[src/rtl/alu_arbiter.sv]
// Two-requester round-robin front end for a single shared combinational ALU.
// Each operation takes three states: operand capture, result capture, response hold.
module alu_arbiter #(
  parameter int DATA_W = 32,
  parameter int SEL_W  = 4
) (
  input  logic              clk,
  input  logic              rst_n,
  input  logic              req0_valid,
  output logic              req0_ready,
  input  logic [DATA_W-1:0] req0_a,
  input  logic [DATA_W-1:0] req0_b,
  input  logic [SEL_W-1:0]  req0_sel,
  input  logic              req1_valid,
  output logic              req1_ready,
  input  logic [DATA_W-1:0] req1_a,
  input  logic [DATA_W-1:0] req1_b,
  input  logic [SEL_W-1:0]  req1_sel,
  output logic              rsp0_valid,
  input  logic              rsp0_ready,
  output logic [DATA_W-1:0] rsp0_d,
  output logic [2:0]        rsp0_flags,
  output logic              rsp1_valid,
  input  logic              rsp1_ready,
  output logic [DATA_W-1:0] rsp1_d,
  output logic [2:0]        rsp1_flags,
  output logic [DATA_W-1:0] alu_a,
  output logic [DATA_W-1:0] alu_b,
  output logic [SEL_W-1:0]  alu_sel,
  input  logic [DATA_W-1:0] alu_d,
  input  logic              alu_zero,
  input  logic              alu_carry,
  input  logic              alu_overflow,
  output logic              busy
);

  typedef enum logic [1:0] {IDLE, EXEC, RESP} state_t;

  state_t            state_q, state_d;
  logic              rr_ptr_q, rr_ptr_d;
  logic              owner_q, owner_d;
  logic [DATA_W-1:0] op_a_q, op_a_d;
  logic [DATA_W-1:0] op_b_q, op_b_d;
  logic [SEL_W-1:0]  op_sel_q, op_sel_d;
  logic [DATA_W-1:0] res_q, res_d;
  logic [2:0]        flags_q, flags_d;
  logic              grant1;

  always_ff @(posedge clk or negedge rst_n) begin
    if (!rst_n) begin
      state_q  <= IDLE;
      rr_ptr_q <= 1'b0;
      owner_q  <= 1'b0;
      op_a_q   <= '0;
      op_b_q   <= '0;
      op_sel_q <= '0;
      res_q    <= '0;
      flags_q  <= '0;
    end else begin
      state_q  <= state_d;
      rr_ptr_q <= rr_ptr_d;
      owner_q  <= owner_d;
      op_a_q   <= op_a_d;
      op_b_q   <= op_b_d;
      op_sel_q <= op_sel_d;
      res_q    <= res_d;
      flags_q  <= flags_d;
    end
  end

  always_comb begin
    state_d    = state_q;
    rr_ptr_d   = rr_ptr_q;
    owner_d    = owner_q;
    op_a_d     = op_a_q;
    op_b_d     = op_b_q;
    op_sel_d   = op_sel_q;
    res_d      = res_q;
    flags_d    = flags_q;
    req0_ready = 1'b0;
    req1_ready = 1'b0;
    rsp0_valid = 1'b0;
    rsp1_valid = 1'b0;
    // rr_ptr only matters when both requesters are valid at once
    grant1     = req1_valid && (!req0_valid || rr_ptr_q);
    case (state_q)
      IDLE: begin
        req0_ready = req0_valid && !grant1;
        req1_ready = grant1;
        if (req0_valid || req1_valid) begin
          owner_d  = grant1;
          op_a_d   = grant1 ? req1_a   : req0_a;
          op_b_d   = grant1 ? req1_b   : req0_b;
          op_sel_d = grant1 ? req1_sel : req0_sel;
          state_d  = EXEC;
        end
      end
      EXEC: begin
        res_d   = alu_d;
        flags_d = {alu_zero, alu_carry, alu_overflow};
        state_d = RESP;
      end
      RESP: begin
        rsp0_valid = !owner_q;
        rsp1_valid = owner_q;
        if (owner_q ? rsp1_ready : rsp0_ready) begin
          rr_ptr_d = ~owner_q;
          state_d  = IDLE;
        end
      end
      default: state_d = IDLE;
    endcase
  end

  // The shared ALU only ever sees registered operands
  assign alu_a      = op_a_q;
  assign alu_b      = op_b_q;
  assign alu_sel    = op_sel_q;
  assign rsp0_d     = res_q;
  assign rsp1_d     = res_q;
  assign rsp0_flags = flags_q;
  assign rsp1_flags = flags_q;
  assign busy       = (state_q != IDLE);

endmodule

[config.mk]
export PLATFORM = sky130hd
export DESIGN_NAME = alu_arbiter
export DESIGN_NICKNAME = d
export VERILOG_FILES = /design/src/rtl/alu_arbiter.sv
export SDC_FILE = /design/constraint.sdc
export NUM_CORES = 1
export LEC_CHECK = 0
export BUFFER_PORTS_ARGS = -buffer_cell sky130_fd_sc_hd__buf_2
export CAP_MARGIN = 20
export CORE_AREA = 2 2 123 125
export DETAILED_ROUTE_END_ITERATION = 16
export DIE_AREA = 0 0 125 127
export GPL_TIMING_DRIVEN = 0
export PLACE_DENSITY = 0.67
export SLEW_MARGIN = 10
export SYNTH_ARGS = -nofsm -noshare
export SYNTH_HDL_FRONTEND = slang
export SYNTH_SLANG_ARGS = --single-unit
[constraint.sdc]
create_clock -name clk -period 1.5 [get_ports clk]
set_input_delay 0.225 -clock clk [delete_from_list [all_inputs] [get_ports clk]]
set_output_delay 0.225 -clock clk [all_outputs]
set_load 0.02 [all_outputs]
==> flow_summary.toml, run 1 <==
[routing]
vias = 5549
ant_nets = 0
drc = 0
viasPerCell = 5.16
drt_first_iter_violations = 316
firstDrtPassIters = 4
drt_wl_total_um = 19100
wl_per_cell_um = 17.7

[global_route]
grt_overflow = 0
grt_use_total = 0.227
grt_antenna_before_repair = 2
grt_pass1_wl_um = 28500
grt_pass1_vias = 5295
grt_max_degree = 55

[placed_design]
gp_congestion = 0.814
io_buffer_count = 318
place_inst = 1033
dpl.hpwl_um = 14100

[worst_setup_path]
endpoint_kind = "output pin"
crit_required_ns = 1.27
critPathLaunchType = "register"
arrival_ns = 1.39
crit_start = "rr_ptr_q"
r2r_start = "rr_ptr_q"
crit_type = "reg -> out"
r2r-end = "alu_b[30]"
r2r_cells = 7
cp_max_fo = 3
regToRegSetupSlack_ns = -0.08

[floorplanning]
pin_count = 320
start_util = 0.366
core-area_um2 = 14400
chipWidth_um = 125
die_y_um = 127
die_area_um2 = 15900
rows = 44

[job]
drv_cap = 0

[synthesis]
synth_common_cells = "dfrtp_1 (107), a31oi_1 (69), nand3_1 (68)"
synth_seq_cells = 107
synthArstFlopShare = 1.00
synth_edf_count = 0
synthCells = 530
syn_area_um2 = 5280
synth_top_area_share = 0.507
synthTopCellsByArea = "dfrtp_1 (51%), a31oi_1 (8.2%), mux2_2 (7.5%)"
synth.avg_cell_area_um2 = 9.96
yosysMostFrequentCell = "dfrtp_1"
seq_area_frac_synth = 0.507
synth_fp_nets = 707
ys_warn_count = 0
ys.flop_type = "dfrtp_1"
yosysUniqueCellTypes = 23
synth_top_cell_by_area = "dfrtp_1"

[clocking]
numCtsBuffers = 9
root_buffer = "clkbuf_16"
clk_transition_reported_paths_ns = 0.07
cts_buffer_depth = 2
cts_sinks = 107
insertion_delay_ns = 0.34
htreeDepth = 3
cts_tree = "yes"

[timing]
final-setup-viol-count = 34
fin_setup_tns_ns = -0.988
slew_headroom = 0.651
rsz0062_at_grt = "true"
setup_slack_ns = -0.117
min_period_over_period = 1.08
drv_slew = 0
fmax_ghz = 0.618
hold_viol = 0
clock_skew_ns = 0.00498
period_needed_ns = 1.62
worst_slew_pin_slew_ns = 0.523

[pwr]
leakage_nw = 3.86
vdd_drop_max_uv = 936
powerDensity_nw_per_um2 = 2330
switching_power_w = 0.00826
p_comb_frac = 0.588
swShare = 0.435
seqPwrFrac = 0.281
power.internal_w = 0.0107
p_clk_frac = 0.131

[finish]
multi_input_area_um2 = 2140
seq_area_um2 = 2680
fin_nets = 1063
fillers = 1368
fin_cells = 1075
area_growth_pct = 54.2
drive_gt1_frac = 0.576

[status]
status = "finished with violations"
violations = "setup timing"

[min_path]
holdPathEnd = "rsp0_d[5]"
holdPathStages = 2
hold_path.class = "in -> reg"
min-delay-start = "alu_d[5]"
routing by layer:
metal | track usage | vias up | routed length (um)
met5 | 0 | - | 13
met4 | 0.0837 | 2 | 498
met3 | 0.0561 | 32 | 1540
met2 | 0.377 | 259 | 9100
met1 | 0.290 | 2631 | 7910
li1 | - | 2625 | -
sequential cells by signal, summed over array words and instances (netlist names):
signal / count
alu_b: 32
alu_sel: 4
alu_a: 32
rsp0_d: 32
rsp0_flags: 3
rr_ptr_q: 1
state_q: 2
owner_q: 1
power groups by stage:
stage,sequential (W),clock (W),combinational (W)
CTS,0.00534,0.00255,0.0101
global placement,0.00532,0,0.00961
finish,0.00534,0.00248,0.0112
floorplan,0.00705,0,0.00452
detailed placement,0.00538,0,0.00967
global route,0.00555,0.00270,0.0120
how the worst max path moves through the flow:
stage                  to  cells after the start
6_report       req0_ready                      5
5_1_grt        req0_ready                      5
4_1_cts        req0_ready                      6
3_5_place_dp   req0_ready                      5
3_3_place_gp   rsp0_d[18]                      1
2_1_floorplan  req0_ready                      4
stage by stage:
stage	hold WS, ns	setup WS (ns)	power (W)	utilization	instance area (um^2)
after CTS	0.0963	-0.227	0.0180	0.532	7680
final	0.113	-0.117	0.0190	0.564	8140
after global routing	0.0924	-0.163	0.0202	0.564	8140
after detailed placement	0.210	-0.344	0.0150	0.495	7130
after floorplan	-0.0706	0.0245	0.0116	-	5280
after global placement	0.457	-1.08	0.0149	0.492	7100
worst max-delay path, stage by stage, from the launching register on:
cell and delay, ns:
dfrtp_1 0.40, nand2b_4 0.17, buf_8 0.12, nand2_4 0.06, and3_4 0.18, buf_6 0.12
kinds of logic after synthesis:
kind of cell	synth area share
AO/OA/AOI/OAI	0.231
flip-flops	0.507
AND/OR/NAND/NOR	0.0808
buffers and inverters	0.107
multiplexers	0.0747
area by class of cell:
| class | count | share of cell area |
|---|---|---|
| buffer | 85 | 0.0872 |
| tap | 184 | 0.0283 |
| clock buffer | 12 | 0.0327 |
| inverter | 4 | 0.00246 |
| multi-input combinational | 328 | 0.263 |
| timing repair buffer | 351 | 0.251 |
| clock inverter | 3 | 0.00569 |
| antenna | 1 | 0.000307 |
| sequential | 107 | 0.329 |
layout by cell type, fill, tap and decap left out, types with 2 or more instances in the layout:
master,netlist,routed
buf_6,4,28
dfrtp_1,107,107
o21ai_1,6,43
a31oi_4,0,3
mux2_2,35,35
buf_2,17,320
buf_4,41,50
a21oi_2,20,20
and3_4,0,2
nor2_4,2,3
a21oi_1,49,49
o21ai_2,0,3
nor2_1,4,3
inv_2,2,2
buf_8,0,11
o21ai_0,67,27
clkbuf_16,0,14
clkbuf_4,0,7
clkbuf_1,27,11
clkbuf_8,0,3
a31oi_1,69,65
buf_12,0,2
nand3_1,68,68
nand2b_4,0,2
repair_timing:
action,in CTS,in global routing
endpoints found under the setup margin,81,93
buffers inserted,13,10
pin swaps,5,62
cloned,0,8
hold buffers,1,0
hold endpoints to repair,53,0
gates resized for setup,52,127
Note: power is estimated with default switching activity, not from simulation.
==> inputs of run 2 (changes only) <==
==> constraint.sdc (replaced) <==
create_clock -name clk -period 1.5 [get_ports clk]
set_input_delay 0.15 -clock clk [delete_from_list [all_inputs] [get_ports clk]]
set_output_delay 0.15 -clock clk [all_outputs]
set_load 0.02 [all_outputs]
==> flow_summary.toml, run 2 (synthesis gave the netlist of run 1 again) <==
[worst_setup_path]
r2r_cells = 5
crit_required_ns = 1.35
cp_max_fo = 3
endpoint_kind = "output pin"
critPathLaunchType = "register"
cp-endpoint = "req0_ready"
crit_type = "reg -> out"
regToRegSetupSlack_ns = 0.06
arrival_ns = 1.41
r2r-end = "rsp0_d[10]"
crit_start = "state_q[1]"
r2r_start = "state_q[1]"

[floorplanning]
core-area_um2 = 14400
chipWidth_um = 125
die_y_um = 127
start_util = 0.366
pin_count = 320
rows = 44
die_area_um2 = 15900

[pwr]
leakage_nw = 3.71
powerDensity_nw_per_um2 = 2340
vdd_drop_max_uv = 935

[routing]
wl_per_cell_um = 17.3
drt_wl_total_um = 18400
drt_first_iter_violations = 282
ant_nets = 0
firstDrtPassIters = 5
drc = 0
vias = 5447
viasPerCell = 5.13

[timing]
hold_viol = 0
period_needed_ns = 1.56
drv_slew = 0
fmax_ghz = 0.640
worst_slew_pin_slew_ns = 0.520
min_period_over_period = 1.04
rsz0062_at_grt = "true"
fin_setup_tns_ns = -0.0633
slew_headroom = 0.654
final-setup-viol-count = 1
setup_slack_ns = -0.0633
clock_skew_ns = 0.00654

[placed_design]
gp_congestion = 0.814
place_inst = 1033
io_buffer_count = 318
dpl.hpwl_um = 14100

[finish]
drive_gt1_frac = 0.559
fin_nets = 1049
multi_input_area_um2 = 2070
final_common_cell = "buf_2"
most-common-layout-cells = "buf_2 (323), dfrtp_1 (107), a31oi_1 (69), nand3_1 (68), o21ai_0 (67)"
fin_util = 0.537
fillers = 1423
fin_cells = 1061
seq_area_um2 = 2680
area_growth_pct = 46.6

[status]
status = "finished with violations"
violations = "setup timing"

[global_route]
grt_max_degree = 55
grt_pass1_vias = 5284
grt_pass1_wl_um = 28400
grt_overflow = 0
grt_use_total = 0.226
grt_antenna_before_repair = 2

[min_path]
hold_path.class = "in -> reg"

[clocking]
clk_transition_reported_paths_ns = 0.07
cts_sinks = 107
htreeDepth = 3
insertion_delay_ns = 0.34
root_buffer = "clkbuf_16"
numCtsBuffers = 9
cts_tree = "yes"
cts_buffer_depth = 2

[job]
drv_cap = 0
## run 2: changes by cell type in the layout (fill, tap and decap cells not counted), moves of 5 or more
cell	before	now
o21ai_0	27	67
clkbuf_16	14	9
buf_8	11	1
clkbuf_2	0	11
o21ai_1	43	6
buf_6	28	19
## run 2: layout make-up
class / count / share of cell area
flip-flops and latches: 107 / 0.346
clock inverters: 3 / 0.00598
repair buffers: 334 / 0.230
plain buffers: 88 / 0.0839
clock buffers: 12 / 0.0344
multi-input cells: 328 / 0.267
diodes: 1 / 0.000323
well taps: 184 / 0.0297
inverters: 4 / 0.00226
## run 2: how the worst min path moves through the flow
stage	start	endpoint	slack, ns	depth (start not counted)
6_report	alu_d[28]	rsp0_d[28]	0.04	2
5_1_grt	alu_d[5]	rsp0_d[5]	0.02	2
4_1_cts	alu_d[16]	rsp0_d[16]	0.02	2
3_5_place_dp	rst_n	alu_b[11]	0.13	1
3_3_place_gp	alu_overflow	rsp0_flags[0]	0.38	2
2_1_floorplan	rst_n	alu_a[0]	-0.15	0
## run 2: layer usage
metal	part of all wire	global-route usage	vias up
li1	-	-	2594
met1	0.41	0.289	2570
met2	0.48	0.375	251
met3	0.082	0.0561	30
met4	0.027	0.0843	2
met5	0.00071	0	-
## run 2: report_power, final
| group | leakage [nW] | switching, W | internal, W |
|---|---|---|---|
| logic | 2.35 | 0.00597 | 0.00433 |
| registers | 1.21 | 0.000959 | 0.00438 |
| clock network | 0.151 | 0.00106 | 0.00143 |
| total | 3.71 | 0.00799 | 0.0101 |
## run 2: critical path, stage by stage, from the launching register on
cell and delay, ns:
dfrtp_1 0.41, nor2_4 0.16, buf_12 0.12, buf_12 0.09
and3_4 0.17, buf_6 0.12
## run 2: what timing repair did
action,in CTS,in global routing
setup buffers,8,6
pin swaps,3,5
hold buffers,1,0
resized for setup,38,39
setup endpoints to repair,80,83
hold endpoints to repair,53,0
## run 2: through the flow
| step | power, W | area (um^2) | worst slack [ns] | hold WS, ns |
|---|---|---|---|---|
| floorplan | 0.0116 | 5280 | 0.0995 | -0.146 |
| global placement | 0.0149 | 7100 | -1.01 | 0.382 |
| detailed placement | 0.0150 | 7130 | -0.269 | 0.135 |
| CTS | 0.0179 | 7610 | -0.165 | 0.0213 |
| global route | 0.0193 | 7740 | -0.126 | 0.0174 |
| finish | 0.0181 | 7740 | -0.0633 | 0.0382 |
==> inputs of run 3 (changes only) <==
--- a/config.mk
+++ b/config.mk
@@ -12,6 +12,7 @@
 export DIE_AREA = 0 0 125 127
 export GPL_TIMING_DRIVEN = 0
 export PLACE_DENSITY = 0.67
+export SETUP_SLACK_MARGIN = 0.02
 export SLEW_MARGIN = 10
 export SYNTH_ARGS = -nofsm -noshare
 export SYNTH_HDL_FRONTEND = slang
==> flow_summary.toml, run 3 (synthesis gave the netlist of run 1 again) <==
[worst_setup_path]
arrival_ns = 1.41
cp_max_fo = 3
endpoint_kind = "output pin"
critPathLaunchType = "register"
crit_required_ns = 1.35
crit_type = "reg -> out"

[routing]
viasPerCell = 5.17
drt_first_iter_violations = 284
ant_nets = 0
vias = 5525
firstDrtPassIters = 7
drt_wl_total_um = 19000
drc = 0
wl_per_cell_um = 17.7

[timing]
clock_skew_ns = 0.00685
min_period_over_period = 1.04
setup_slack_ns = -0.0637
slew_headroom = 0.649
rsz0062_at_grt = "true"
drv_slew = 0
worst_slew_pin_slew_ns = 0.527
final-setup-viol-count = 2
period_needed_ns = 1.56
hold_viol = 0
fmax_ghz = 0.640

[placed_design]
io_buffer_count = 318
gp_congestion = 0.814
pre_cts_ws_ns = -0.269
dpl.hpwl_um = 14100

[floorplanning]
chipWidth_um = 125
die_y_um = 127
start_util = 0.366
pin_count = 320
rows = 44
core-area_um2 = 14400
die_area_um2 = 15900

[global_route]
grt_use_total = 0.226
grt_antenna_before_repair = 2
grt_pass1_wl_um = 28400
grt_pass1_vias = 5288
grt_max_degree = 55
grt_overflow = 0

[pwr]
p_comb_frac = 0.590
vdd_drop_max_uv = 939
leakage_nw = 3.82
seqPwrFrac = 0.280
powerDensity_nw_per_um2 = 2350
p_clk_frac = 0.131
p_total_w = 0.0192
power.internal_w = 0.0108
swShare = 0.439
switching_power_w = 0.00840

[job]
drv_cap = 0

[clocking]
cts_buffer_depth = 2
root_buffer = "clkbuf_16"
htreeDepth = 3
cts_sinks = 107
clk_transition_reported_paths_ns = 0.07
cts_tree = "yes"
numCtsBuffers = 9
insertion_delay_ns = 0.35

[finish]
area_growth_pct = 54.2
most-common-layout-cells = "buf_2 (322), dfrtp_1 (107), nand3_1 (68), o21ai_0 (66), a31oi_1 (52)"
final_common_cell = "buf_2"
fin_nets = 1056
drive_gt1_frac = 0.582

[status]
status = "finished with violations"
violations = "setup timing"

[min_path]
hold_path.class = "in -> reg"
## run 3: changes by cell type in the layout (fill, tap and decap cells not counted), sizes merged
cell    previous run  this run
clkbuf            37        40
buf              396       400
## run 3: critical path: stages, from the launching register on
cell      delay (ns)
dfrtp_1         0.42
nand2b_4        0.17
buf_8           0.12
nand2_4         0.06
and3_4          0.18
buf_6           0.12
## run 3: stage by stage
stage | cells | TNS (ns) | hold WS, ns | cell area, um^2 | utilization
after floorplan | 530 | 0 | -0.146 | 5280 | -
after global placement | 1032 | -117.83 | 0.382 | 7100 | 0.492
after detailed placement | 1033 | -12.35 | 0.135 | 7130 | 0.495
after CTS | 1055 | -0.231 | 0.0213 | 7640 | 0.530
after global routing | 1067 | -2.58 | 0.0174 | 8140 | 0.564
final | 1068 | -0.0722 | 0.0368 | 8140 | 0.564
## run 3: what timing repair did
item	CTS	global route
gates cloned	0	5
pin swaps	3	5
endpoints found under the setup margin	100	87
buffers inserted	8	9
endpoints found under the hold margin	53	0
gates resized for setup	48	65
hold buffers	1	0
## run 3: path summary, 6_finish.rpt
| kind | start | endpoint | slack, ns | cells past startpoint |
|---|---|---|---|---|
| max | rr_ptr_q | req0_ready | -0.06 | 5 |
| min | alu_d[28] | rsp0_d[28] | 0.04 | 2 |
| max reg2reg | state_q[1] | alu_a[27] | 0.01 | 7 |
| min reg2reg | rsp0_flags[1] | rsp0_flags[1] | 0.53 | 1 |
| max in group asynchronous | rst_n | rsp0_d[18] | 0.52 | 3 |
| min in group asynchronous | rst_n | alu_b[11] | 0.33 | 2 |
## run 3: area by class of cell
class / count / area [um^2]
diodes: 1 / 2.50
well taps: 184 / 230
fillers: 1359 / 6280
clock inverters: 3 / 46.3
inverters: 4 / 20.0
repair buffers: 342 / 1930
clock buffers: 12 / 267
plain buffers: 87 / 677
multi-input cells: 328 / 2290
flip-flops and latches: 107 / 2680
## run 3: metal layers
metal  wire length (um)  part of all wire  track usage
met1               7840              0.41        0.288
met3               1410             0.074       0.0570
met5                 13           0.00069            0
met2               9170              0.48        0.376
met4                518             0.027       0.0843
## run 3: power by group through the flow
stage	registers [W]	logic [W]	clock network [W]
4_1_cts	0.00534	0.0101	0.00255
3_3_place_gp	0.00532	0.00961	0
2_1_floorplan	0.00705	0.00452	0
3_5_place_dp	0.00538	0.00967	0
5_1_grt	0.00555	0.0120	0.00271
6_report	0.00536	0.0113	0.00250
